--- src/rtl/tdm_demux_pkg.sv ---
// tdm_demux_pkg: shared types and constants for the 16-lane TDM demultiplexer.
package tdm_demux_pkg;

  // Framing state: IDLE waits for a start-of-frame, RUN steers bits into slots.
  typedef enum logic {
    IDLE = 1'b0,
    RUN  = 1'b1
  } state_t;

  localparam int         SEL_W_DEFAULT = 4;
  localparam logic [3:0] LAST_SLOT     = 4'd15;

endpackage

--- src/rtl/tdm_demux16_dec24.sv ---
// dec24: combinational 2-to-4 one-hot decoder with enable.
// Building block for the hierarchical 4-to-16 slot decoder.
module dec24 (
  input  logic       en,
  input  logic [1:0] sel,
  output logic [3:0] y
);

  // One-hot of sel when enabled, all zero otherwise.
  always_comb begin
    y = '0;
    if (en) y[sel] = 1'b1;
  end

endmodule

--- src/rtl/tdm_demux16.sv ---
// tdm_demux16: time-division demultiplexer, receive side of the 16:1 select mux.
// One serial bit per valid cycle is steered into lane 'slot'; a full frame is
// published on 'lanes' with a one-cycle frame_valid strobe.
// Optional build macro: TDM_DEMUX_STRICT_SOF_EN -- when defined, a slot-0 bit
// without sof while running is a framing error (drop bit, return to IDLE);
// when undefined, such a bit continues the stream as the next frame's slot 0.
module tdm_demux16
  import tdm_demux_pkg::*;
#(
  parameter  int SEL_W = SEL_W_DEFAULT,
  localparam int LANES = 2**SEL_W
) (
  input  logic             clk,
  input  logic             rst_n,
  input  logic             din,
  input  logic             din_valid,
  input  logic             sof,
  output logic [LANES-1:0] lanes,
  output logic             frame_valid,
  output logic [SEL_W-1:0] slot,
  output logic [LANES-1:0] slot_onehot,
  output logic             sync_err
);

  localparam logic [SEL_W-1:0] LAST = (SEL_W == SEL_W_DEFAULT) ? SEL_W'(LAST_SLOT)
                                                              : SEL_W'(LANES - 1);
  localparam logic [SEL_W-1:0] ONE  = SEL_W'(1);

  state_t             state_q, state_d;
  logic [SEL_W-1:0]   slot_d;
  logic [LANES-2:0]   shadow_q, shadow_d;   // slots 0..LANES-2; last bit goes straight to lanes
  logic [LANES-1:0]   lanes_d;
  logic [LANES-1:0]   onehot_d;
  logic               fv_d, se_d;
  logic               dec_en;

  // State register.
  always_ff @(posedge clk or negedge rst_n) begin
    if (!rst_n) state_q <= IDLE;
    else        state_q <= state_d;
  end

  // Next-state and datapath update: framing rules per incoming valid bit.
  always_comb begin
    state_d  = state_q;
    slot_d   = slot;
    shadow_d = shadow_q;
    lanes_d  = lanes;
    fv_d     = 1'b0;
    se_d     = 1'b0;
    unique case (state_q)
      IDLE: begin
        if (din_valid && sof) begin
          shadow_d[0] = din;
          slot_d      = ONE;
          state_d     = RUN;
        end
      end
      RUN: begin
        if (din_valid) begin
          if (sof) begin
            // sof anywhere but slot 0 abandons the partial frame
            if (slot != '0) begin
              se_d     = 1'b1;
              shadow_d = '0;
            end
            shadow_d[0] = din;
            slot_d      = ONE;
          end else if (slot == '0) begin
`ifdef TDM_DEMUX_STRICT_SOF_EN
            se_d    = 1'b1;
            state_d = IDLE;
`else
            shadow_d[0] = din;
            slot_d      = ONE;
`endif
          end else if (slot == LAST) begin
            lanes_d = {din, shadow_q};
            fv_d    = 1'b1;
            slot_d  = '0;
          end else begin
            shadow_d[slot] = din;
            slot_d         = slot + ONE;
          end
        end
      end
      default: state_d = IDLE;
    endcase
  end

  // Output decode enable: one-hot is only live while running.
  always_comb begin
    dec_en = (state_d == RUN);
  end

  // Slot decoder, computed from the next slot so it registers alongside slot.
  generate
    if (SEL_W == 4) begin : g_tree
      logic [3:0] hi;
      dec24 u_hi (.en(dec_en), .sel(slot_d[3:2]), .y(hi));
      for (genvar g = 0; g < 4; g++) begin : g_lo
        dec24 u_lo (.en(hi[g]), .sel(slot_d[1:0]), .y(onehot_d[4*g +: 4]));
      end
    end else begin : g_shift
      assign onehot_d = dec_en ? (LANES'(1) << slot_d) : '0;
    end
  endgenerate

  // Datapath and output registers; reset discards any partial frame.
  always_ff @(posedge clk or negedge rst_n) begin
    if (!rst_n) begin
      slot        <= '0;
      slot_onehot <= '0;
      shadow_q    <= '0;
      lanes       <= '0;
      frame_valid <= 1'b0;
      sync_err    <= 1'b0;
    end else begin
      slot        <= slot_d;
      slot_onehot <= onehot_d;
      shadow_q    <= shadow_d;
      lanes       <= lanes_d;
      frame_valid <= fv_d;
      sync_err    <= se_d;
    end
  end

endmodule
--- config.mk ---
export PLATFORM = sky130hd
export DESIGN_NAME = tdm_demux16
export DESIGN_NICKNAME = d
export VERILOG_FILES = /design/src/rtl/tdm_demux_pkg.sv /design/src/rtl/tdm_demux16_dec24.sv /design/src/rtl/tdm_demux16.sv
export SDC_FILE = /design/constraint.sdc
export NUM_CORES = 1
export LEC_CHECK = 0
export BUFFER_PORTS_ARGS = -buffer_cell sky130_fd_sc_hd__buf_2
export CAP_MARGIN = 40
export CORE_MARGIN = 1.5
export CORE_UTILIZATION = 30
export DETAILED_ROUTE_END_ITERATION = 12
export PLACE_DENSITY_LB_ADDON = 0.05
export SETUP_SLACK_MARGIN = 0.2
export SYNTH_ARGS = -nofsm -noshare
export SYNTH_HDL_FRONTEND = slang
export SYNTH_SLANG_ARGS = --single-unit
--- constraint.sdc ---
create_clock -name clk -period 4.1 [get_ports clk]
set_input_delay 0.205 -clock clk [delete_from_list [all_inputs] [get_ports clk]]
set_output_delay 0.205 -clock clk [all_outputs]
set_load 0.005 [all_outputs]
# == After elaboration in Yosys (flattened, before gate mapping) ==
# Index checks and enable logic that the tools add are counted.
# word_totals
reg_bits,54
output_inout_bits,38
n_memories,0
ram_bits,0
latch_bits,0
inputBits,5
rom_bits,0
# op_classes
n_shift,0
div_mod_pow,0
mux,37
n_eq_ne,7
addsub,1
n_bitwise,3
mul,0
n_lt_le_gt_ge,6
n_reduce_logical,9
# op_table
op,n
$mux W15,3
$mux W4,10
$mux W1,17
$bwmux W15,1
$mux W14,1
$reduce_and A5 Y1,2
$ne A2 B2 Y1 const B,4
$pmux W4 S2,1
$lt A2 B3 Y1 const B,2
$lt A4 B5 Y1 const B,1
$add A4 B1 Y4 const B,1
$demux W1 S2,2
$demux W1 S4,1
$eq A4 B4 Y1 const B,1
$ge A2 B1 Y1 const B,2
$ge A4 B1 Y1 const B,1
$logic_and A1 B1 Y1,4
$logic_not A4 Y1,1
$ne A4 B4 Y1 const B,1
$reduce_bool A4 Y1,1
$not A1 Y1,3
$reduce_and A3 Y1,1
$ne A2 B1 Y1 const B,1
$pmux W1 S2,1

# == Longest topological paths before layout ==
# Gate-level depths: netlist (run 1).
# depth
ltp_word,12
depth_mapped,8
mapped_depth_nobuf,7

# == Modules after synthesis ==
# From an unflattened synthesis (run 1), not the netlist that was laid out.
# hier_totals
hier_cells,204
area_unflattened_um2,2491.1
# by_module_without_submodules
mod,area_per_inst_um2,cells_each,seq_area_each_um2,instances
tdm_demux16,2303.5,184,1351.3,1
dec24,37.5,4,0.0,5

# == Worst setup path before layout (run 1) ==
# No wires, ideal clock.
# synth_path
path_kind,reg2reg
from,register slot[0]
to,register slot_onehot[7]
setup_time_ns,0.139
period_less_slack_ns,2.072
setup_slack_ns,2.028
arrival_ns,1.933
path_stages_with_launch,9
n_path_buf,1
cell_sequence,dfrtp_1 > buf_2 > inv_1 > ha_1 > or3b_2 > a22o_1 > o21a_1 > o311ai_1 > nor2_1
# synth_via
elab_chain_len,12
elab_cells_between_ends,21
classes_between,1 x add/sub; 4 x order compare; 1 x eq/ne; 12 x mux; 3 x reduce/logical
# synth_rtl
element,line_no,rtl
start: declaration,tdm_demux16.sv:20,"output logic [SEL_W-1:0] slot,"
start signal: assignment,tdm_demux16.sv:119,slot <= slot_d;
$add A4 B1 Y4 or $eq A4 B4 Y1 (tied branches),"tdm_demux16.sv:83, tdm_demux16.sv:77",
$mux W4,tdm_demux16.sv:77,end else if (slot == LAST) begin
$mux W4,tdm_demux16.sv:69,end else if (slot == '0) begin
$mux W4,tdm_demux16.sv:61,if (sof) begin
$mux W4,tdm_demux16.sv:60,if (din_valid) begin
$pmux W4 S2 (*),tdm_demux16.sv:51,unique case (state_q)
$lt A2 B3 Y1 (not written as such) or $ge A2 B1 Y1 (tied branches),tdm_demux16_dec24.sv:12,if (en) y[sel] = 1'b1;
$logic_and A1 B1 Y1 (not written as such),tdm_demux16_dec24.sv:12,
$mux W1 (not written as such),tdm_demux16_dec24.sv:12,
$demux W1 S2,n/a,
$mux W4,tdm_demux16_dec24.sv:12,
$mux W4 (*),tdm_demux16_dec24.sv:12,
via g_tree.g_lo[1].u_lo.y[3],tdm_demux16_dec24.sv:6,output logic [3:0] y
end signal: assignment,tdm_demux16.sv:120,slot_onehot <= onehot_d;
end: declaration,tdm_demux16.sv:21,"output logic [LANES-1:0] slot_onehot,"
# Mark *: on every way through the listed nets, which the timed path passes. The rest lies on a longest branch.
# A chain may end at the register's enable or synchronous reset.

# == Final worst setup path (run 1) ==
# layout_path
from,register slot[1]
to,register shadow_q[6]
# layout_via
elab_chain_len,8
elab_cells_between_ends,16
classes_between,2 x order compare; 4 x eq/ne; 6 x mux; 4 x reduce/logical
# layout_rtl
element,line_no,rtl
$lt A4 B5 Y1 (not written as such) or $ge A4 B1 Y1 (tied branches),tdm_demux16.sv:82,shadow_d[slot] = din;
$logic_and A1 B1 Y1 (not written as such),tdm_demux16.sv:82,
$mux W1 (not written as such),tdm_demux16.sv:82,
$demux W1 S4,tdm_demux16.sv:82,
$bwmux W15,tdm_demux16.sv:82,
$mux W15,tdm_demux16.sv:77,
$mux W14,tdm_demux16.sv:69,
$mux W15,tdm_demux16.sv:61,
end signal: assignment,tdm_demux16.sv:121,shadow_q <= shadow_d;
end: declaration,tdm_demux16.sv:31,"logic [LANES-2:0] shadow_q, shadow_d;"
# Several ways; a longest one is shown, not always the timed one. The select of a mux whose other input is x is not followed.

==> results_dict.tcl, run 1 <==
set metrics [dict create \
    design.die.area_mm2 0.00833 \
    dr.pass1.iters 5 \
    grtUsageTotal_pct 14.3 \
    dieHeight_um 91.3 \
    cp_max_fo 28 \
    final_antenna_net_count 0 \
    rsz0062_at_grt "no" \
    holdCritPathClass "in -> async" \
    core_area_mm2 0.00765 \
    place_congestion 0.716 \
    crit_type "reg -> reg" \
    fin_worst_skew_ps 6.41 \
    slowest_stage "nand3_1" \
    via_per_inst 4.92 \
    r2r_end "shadow_q[6]$_DFFE_PN0P_" \
    crit_path_end_kind "register" \
    die_x_um 91.3 \
    fin_ws_ps 1400 \
    gr-total-overflow 0 \
    drt_iter0_drc 112 \
    r2r_setup_slack_ps 1400 \
    hold_violations 0 \
    start_kind "register" \
    grt_pass1_vias 1733 \
    syn_to_final_growth_pct 16.8 \
    routed_wirelength_mm 5.40 \
    synth_cells 219 \
    worst_pin_slew_ps 838 \
    netlist_area_mm2 0.00234 \
    clkPwrFrac_pct 28.2 \
    ios 43 \
    crit_chain "inv_1 -> ha_1 -> or3b_2 -> nand3_1 -> o21ai_0 -> o21ai_0" \
    power.switching_w 0.000341 \
    p_comb_share_pct 18.2 \
    drive_above_1_share_pct 28.0 \
    h-tree-depth 2 \
    synth-seq-cells 54 \
    initial_core_util_pct 30.6 \
    syn_nets 228 \
    hpwl_mm 3.59 \
    slowest_delay_ps 650 \
    yosysWarnings 0 \
    tns_ps 0 \
    grt_max_degree 55 \
    fmaxAchievable_mhz 370 \
    wl_per_cell_um 15.0 \
    portBuffers 42 \
    seqPwrFrac_pct 53.6 \
    final_nets 265 \
    setup_viol 0 \
    period_minus_slack_ps 2700 \
    hold_ws_ps 14.7 \
    num_vias 1767 \
    max-vdd-ir-drop_mv 0.151 \
    cts-root-buf "clkbuf_8" \
    cts_hold_buf 0 \
    std_cell_rows 32 \
    relSlewSlack_pct 44.0 \
    cts_setup_buffers 0 \
    worstSkewPairLatency_ps 310 \
    outcome "completed" \
    synth-seq-area-share_pct 57.8 \
    final_util_pct 35.7 \
    cts_buffers 5 \
    post_cts_resized 0 \
    cap_viol_max_count 0 \
    power.leakage_nw 1.35 \
    r2r-start "slot[1]$_DFF_PN0_" \
    path_clk_slew_ps 100 \
    antenna_cells 0 \
    antenna_found_initial 0 \
    pre_cts_ws_ps 1470 \
    swShare_pct 30.8 \
    synth_area_per_cell_um2 10.7 \
    drc 0 \
    cpMostUsedCell "o21ai_0" \
    power_density_mw_per_mm2 405 \
    rr_worst_depth 6 \
    grt_pass1_wl_mm 9.29 \
    clockBufferDepth 2 \
    cts_tree "built" \
    ys_types 37 \
    cp_data_required_time_ps 4320 \
    arrival_ps 2920 \
    cts_sinks 54 \
    p_int_w 0.000766 \
    period_share_pct 65.9 \
    drv_slew 0 \
]
Yosys cell counts:
cell       number  area, um^2
a21o_1          1        7.51
a21oi_1        18        90.1
a22o_1          2        17.5
a22oi_1         1        7.51
a2bb2oi_1       1        8.76
a31oi_1         4        25.0
a32oi_1         1        8.76
a41oi_1         1        8.76
and2_1          1        6.26
and3_1          3        18.8
buf_1           3        11.3
buf_2           3        15.0
buf_4           1        7.51
clkbuf_1        6        22.5
clkbuf_2        2        10.0
dfrtp_1        54        1350
ha_1            4        50.1
inv_1           6        22.5
mux2_2         17         191
nand2_1         5        18.8
nand3_1        13        65.1
nand3b_1        1        7.51
nand4_1         4        25.0
nor2_1         22        82.6
nor2_2          1        6.26
nor2b_1         3        18.8
nor3_1          1        5.00
o21a_1          1        7.51
o21ai_0        30         150
o21ai_1         1        5.00
o22a_1          1        8.76
o22ai_1         2        12.5
o2bb2ai_1       1        8.76
o311ai_1        1        8.76
o31ai_1         1        7.51
o41a_1          1        11.3
or3b_2          1        8.76
worst max-delay path by stage:
stage / from / end / slack, ps / cells after the start
2_1_floorplan: slot[0]$_DFF_PN0_ / slot_onehot[7]$_DFF_PN0_ / 2030 / 8
3_3_place_gp: slot[1]$_DFF_PN0_ / shadow_q[4]$_DFFE_PN0P_ / 1510 / 6
3_5_place_dp: slot[1]$_DFF_PN0_ / shadow_q[5]$_DFFE_PN0P_ / 1470 / 6
4_1_cts: slot[1]$_DFF_PN0_ / shadow_q[2]$_DFFE_PN0P_ / 1430 / 6
5_1_grt: slot[1]$_DFF_PN0_ / shadow_q[1]$_DFFE_PN0P_ / 1170 / 6
6_report: slot[1]$_DFF_PN0_ / shadow_q[6]$_DFFE_PN0P_ / 1400 / 6
metrics by stage:
stage / area [um^2] / power, W / std cells
2_1_floorplan: 2340 / 0.000731 / 219
3_3_place_gp: 2620 / 0.000807 / 349
3_5_place_dp: 2640 / 0.000806 / 351
4_1_cts: 2730 / 0.00113 / 359
5_1_grt: 2730 / 0.00119 / 359
6_report: 2730 / 0.00111 / 359
flip-flops by register name (all words and copies together), names as in the netlist:
signal and count:
slot 4, lanes 16, sync_err 1, shadow_q 15, slot_onehot 16, state_q 1, frame_valid 1
layout by cell type, fill, tap and decap left out:
cell,instances
o21a_1,1
ha_1,4
clkbuf_8,6
a21o_1,1
and2_1,1
o21ai_1,1
nor2_2,1
or3b_2,1
nand3_1,13
clkinv_2,1
nor2b_1,3
o2bb2ai_1,1
o311ai_1,1
a2bb2oi_1,1
and3_1,3
nor3_1,1
clkinvlp_4,1
buf_2,42
a22oi_1,1
a21oi_1,18
a32oi_1,1
dfrtp_1,54
o21ai_0,30
buf_6,1
mux2_2,17
a22o_1,2
nand2_1,5
o31ai_1,1
nor2_1,22
a31oi_1,4
inv_1,6
o22a_1,1
nand4_1,4
o41a_1,1
a41oi_1,1
nand3b_1,1
buf_4,2
o22ai_1,2
cell families after synthesis:
kind of cell | share of synthesized area, %
AO/OA/AOI/OAI | 16.9
flip-flops | 57.8
multiplexers | 8.19
buffers and inverters | 3.80
adder cells (fa/ha/maj) | 2.14
AND/OR/NAND/NOR | 11.2
per-layer routing:
| metal | vias up | track usage (%) | wire length (um) |
|---|---|---|---|
| li1 | 854 | - | - |
| met5 | - | 0 | 0 |
| met3 | 5 | 3.43 | 232 |
| met4 | 0 | 4.30 | 57 |
| met2 | 48 | 20.0 | 2270 |
| met1 | 860 | 21.5 | 2840 |
cell type report:
cell class	instances	area [um^2]
Fill cell	815	4920
Sequential cell	54	1350
Multi-Input combinational cell	144	898
Timing Repair Buffer	45	236
Tap cell	102	128
Clock buffer	6	82.6
Inverter	6	22.5
Clock inverter	2	12.5
worst max-delay path, delay by kind of cell, from the launching register on:
kind | cells | cell delay [ps]
buffers and inverters | 1 | 230
AOI/OAI and AO/OA | 2 | 330
DFF | 1 | 490
and+or+nand+nor | 2 | 1160
adders and majority gates | 1 | 390
power by group through the flow:
stage	clock, W	combinational [W]	sequential, W
floorplan	0	0.000141	0.000590
finish	0.000312	0.000201	0.000593
global route	0.000355	0.000231	0.000599
CTS	0.000333	0.000204	0.000593
global placement	0	0.000203	0.000604
detailed placement	0	0.000203	0.000603
(Power assumes the default switching activity.)
==> run 2: changes to the inputs <==
clock period = 2.3 ns   (was 4.1 ns; I/O delays follow)
==> results_dict.tcl, run 2 (synthesis results as in run 1) <==
set metrics [dict create \
    outcome "completed" \
    cts_setup_buffers 0 \
    initial_core_util_pct 30.6 \
    r2r-start "slot[0]$_DFF_PN0_" \
    drv_slew 0 \
    dpl.cell_count 359 \
    period_minus_slack_ps 1960 \
    pre_cts_ws_ps 295 \
    antenna_cells 0 \
    cts_sinks 54 \
    crit_chain "inv_1 -> ha_1 -> or3b_2 -> a22o_1 -> o21a_1 -> nand2_1 -> nor2_1" \
    timing.hold.worst_endpoint "lanes[15]$_DFFE_PN0P_" \
    gr-total-overflow 0 \
    routed_wirelength_mm 5.56 \
    cts-root-buf "clkbuf_8" \
    rsz0062_at_grt "no" \
    num_vias 1805 \
    final_antenna_net_count 0 \
    via_per_inst 4.90 \
    power_density_mw_per_mm2 728 \
    slowest_delay_ps 470 \
    max-vdd-ir-drop_mv 0.223 \
    final_nets 274 \
    core_area_mm2 0.00765 \
    die_x_um 91.3 \
    place_congestion 0.755 \
    cp_data_required_time_ps 2480 \
    syn_to_final_growth_pct 21.3 \
    layout_common_cells "dfrtp_1 (53), buf_2 (42), o21ai_0 (30)" \
    hold_path_depth 2 \
    relSlewSlack_pct 57.2 \
    grt_max_degree 29 \
    rr_worst_depth 7 \
    cts_buffers 5 \
    std_cell_rows 32 \
    cts_tree "built" \
    h-tree-depth 2 \
    fin_worst_skew_ps 8.14 \
    dieHeight_um 91.3 \
    ios 43 \
    drt_iter0_drc 99 \
    grt_pass1_wl_mm 9.23 \
    holdCritPathClass "in -> reg" \
    fmaxAchievable_mhz 509 \
    crit_path_end_kind "register" \
    total_power_w 0.00207 \
    fin_ws_ps 335 \
    hpwl_mm 3.82 \
    hold_violations 0 \
    start_kind "register" \
    period_share_pct 85.4 \
    grt_pass1_vias 1760 \
    fin_cells 368 \
    drc 0 \
    antenna_found_initial 0 \
    grtUsageTotal_pct 14.1 \
    hold_start "din" \
    crit_type "reg -> reg" \
    power.leakage_nw 1.41 \
    drive_above_1_share_pct 31.2 \
    portBuffers 42 \
    r2r_setup_slack_ps 340 \
    path_clk_slew_ps 100 \
    r2r_end "slot_onehot[13]$_DFF_PN0_" \
    worst_pin_slew_ps 642 \
    wl_per_cell_um 15.1 \
    reg_top3 "lanes (16), slot_onehot (16), shadow_q (15)" \
    cp_max_fo 6 \
    worstSkewPairLatency_ps 310 \
    dr.pass1.iters 4 \
    cap_viol_max_count 0 \
    clockBufferDepth 2 \
    tns_ps 0 \
    design.die.area_mm2 0.00833 \
    arrival_ps 2140 \
    layout_commonest_cell "dfrtp_1" \
    fillerInstances 805 \
    setup_viol 0 \
    slowest_stage "or3b_2" \
]
==> run 2: changes by cell type in the layout (fill, tap and decap cells not counted), sizes merged <==
cell / before / now
buf: 45 / 53
clkbuf: 6 / 8
clkinvlp: 1 / 0
dlygate4sd3: 0 / 1
clkinv: 1 / 0
==> run 2: final cells by class <==
type | instances | area, um^2 | share of cell area (%)
Sequential cell | 54 | 1350 | 47.7
Multi-Input combinational cell | 144 | 908 | 32.0
Timing Repair Buffer | 54 | 315 | 11.1
Tap cell | 102 | 128 | 4.50
Clock buffer | 8 | 110 | 3.88
Inverter | 6 | 22.5 | 0.794
==> run 2: worst max-delay path by stage <==
| stage | from | end | slack, ps | cells after the start |
|---|---|---|---|---|
| 6_report | slot[0]$_DFF_PN0_ | slot_onehot[13]$_DFF_PN0_ | 340 | 7 |
| 5_1_grt | slot[0]$_DFF_PN0_ | slot_onehot[13]$_DFF_PN0_ | 220 | 7 |
| 4_1_cts | slot[0]$_DFF_PN0_ | slot_onehot[7]$_DFF_PN0_ | 280 | 7 |
| 3_5_place_dp | slot[0]$_DFF_PN0_ | slot_onehot[7]$_DFF_PN0_ | 290 | 7 |
| 3_3_place_gp | slot[1]$_DFF_PN0_ | slot_onehot[2]$_DFF_PN0_ | 340 | 6 |
| 2_1_floorplan | slot[0]$_DFF_PN0_ | slot_onehot[7]$_DFF_PN0_ | 230 | 8 |
==> run 2: report_power, final <==
group	leakage, nW	internal, W	switching, W
clock network	0.0575	0.000305	0.000307
logic	0.614	0.000150	0.000260
registers	0.735	0.00100	0.0000420
==> run 2: worst max-delay path: cells and delay by family (launching register included) <==
kind / cells / cell delay [ps]
DFF: 1 / 450
buffers and inverters: 1 / 140
AOI/OAI and AO/OA: 2 / 380
adders and majority gates: 1 / 180
and+or+nand+nor: 3 / 690
==> run 2: timing repair <==
item / in CTS / in global routing
resized for setup: 0 / 3
endpoints found under the hold margin: 26 / 0
endpoints found under the setup margin: 0 / 22
hold buffers: 1 / 0
==> run 2: metal layers <==
layer / global-route usage (%) / vias to the layer above / wire length, um
met2: 21.1 / 39 / 2480
met1: 20.4 / 878 / 2780
met3: 2.93 / 5 / 238
li1: - / 883 / -
met5: 0 / - / 0
met4: 4.30 / 0 / 53
==> run 2: per-stage QoR <==
step | area [um^2] | hold slack (ps) | utilization [%]
floorplan | 2340 | -181 | -
global placement | 2710 | 187 | 35.4
detailed placement | 2710 | 186 | 35.4
CTS | 2830 | 62.2 | 36.9
global route | 2840 | 56.0 | 37.1
finish | 2840 | 62.7 | 37.1
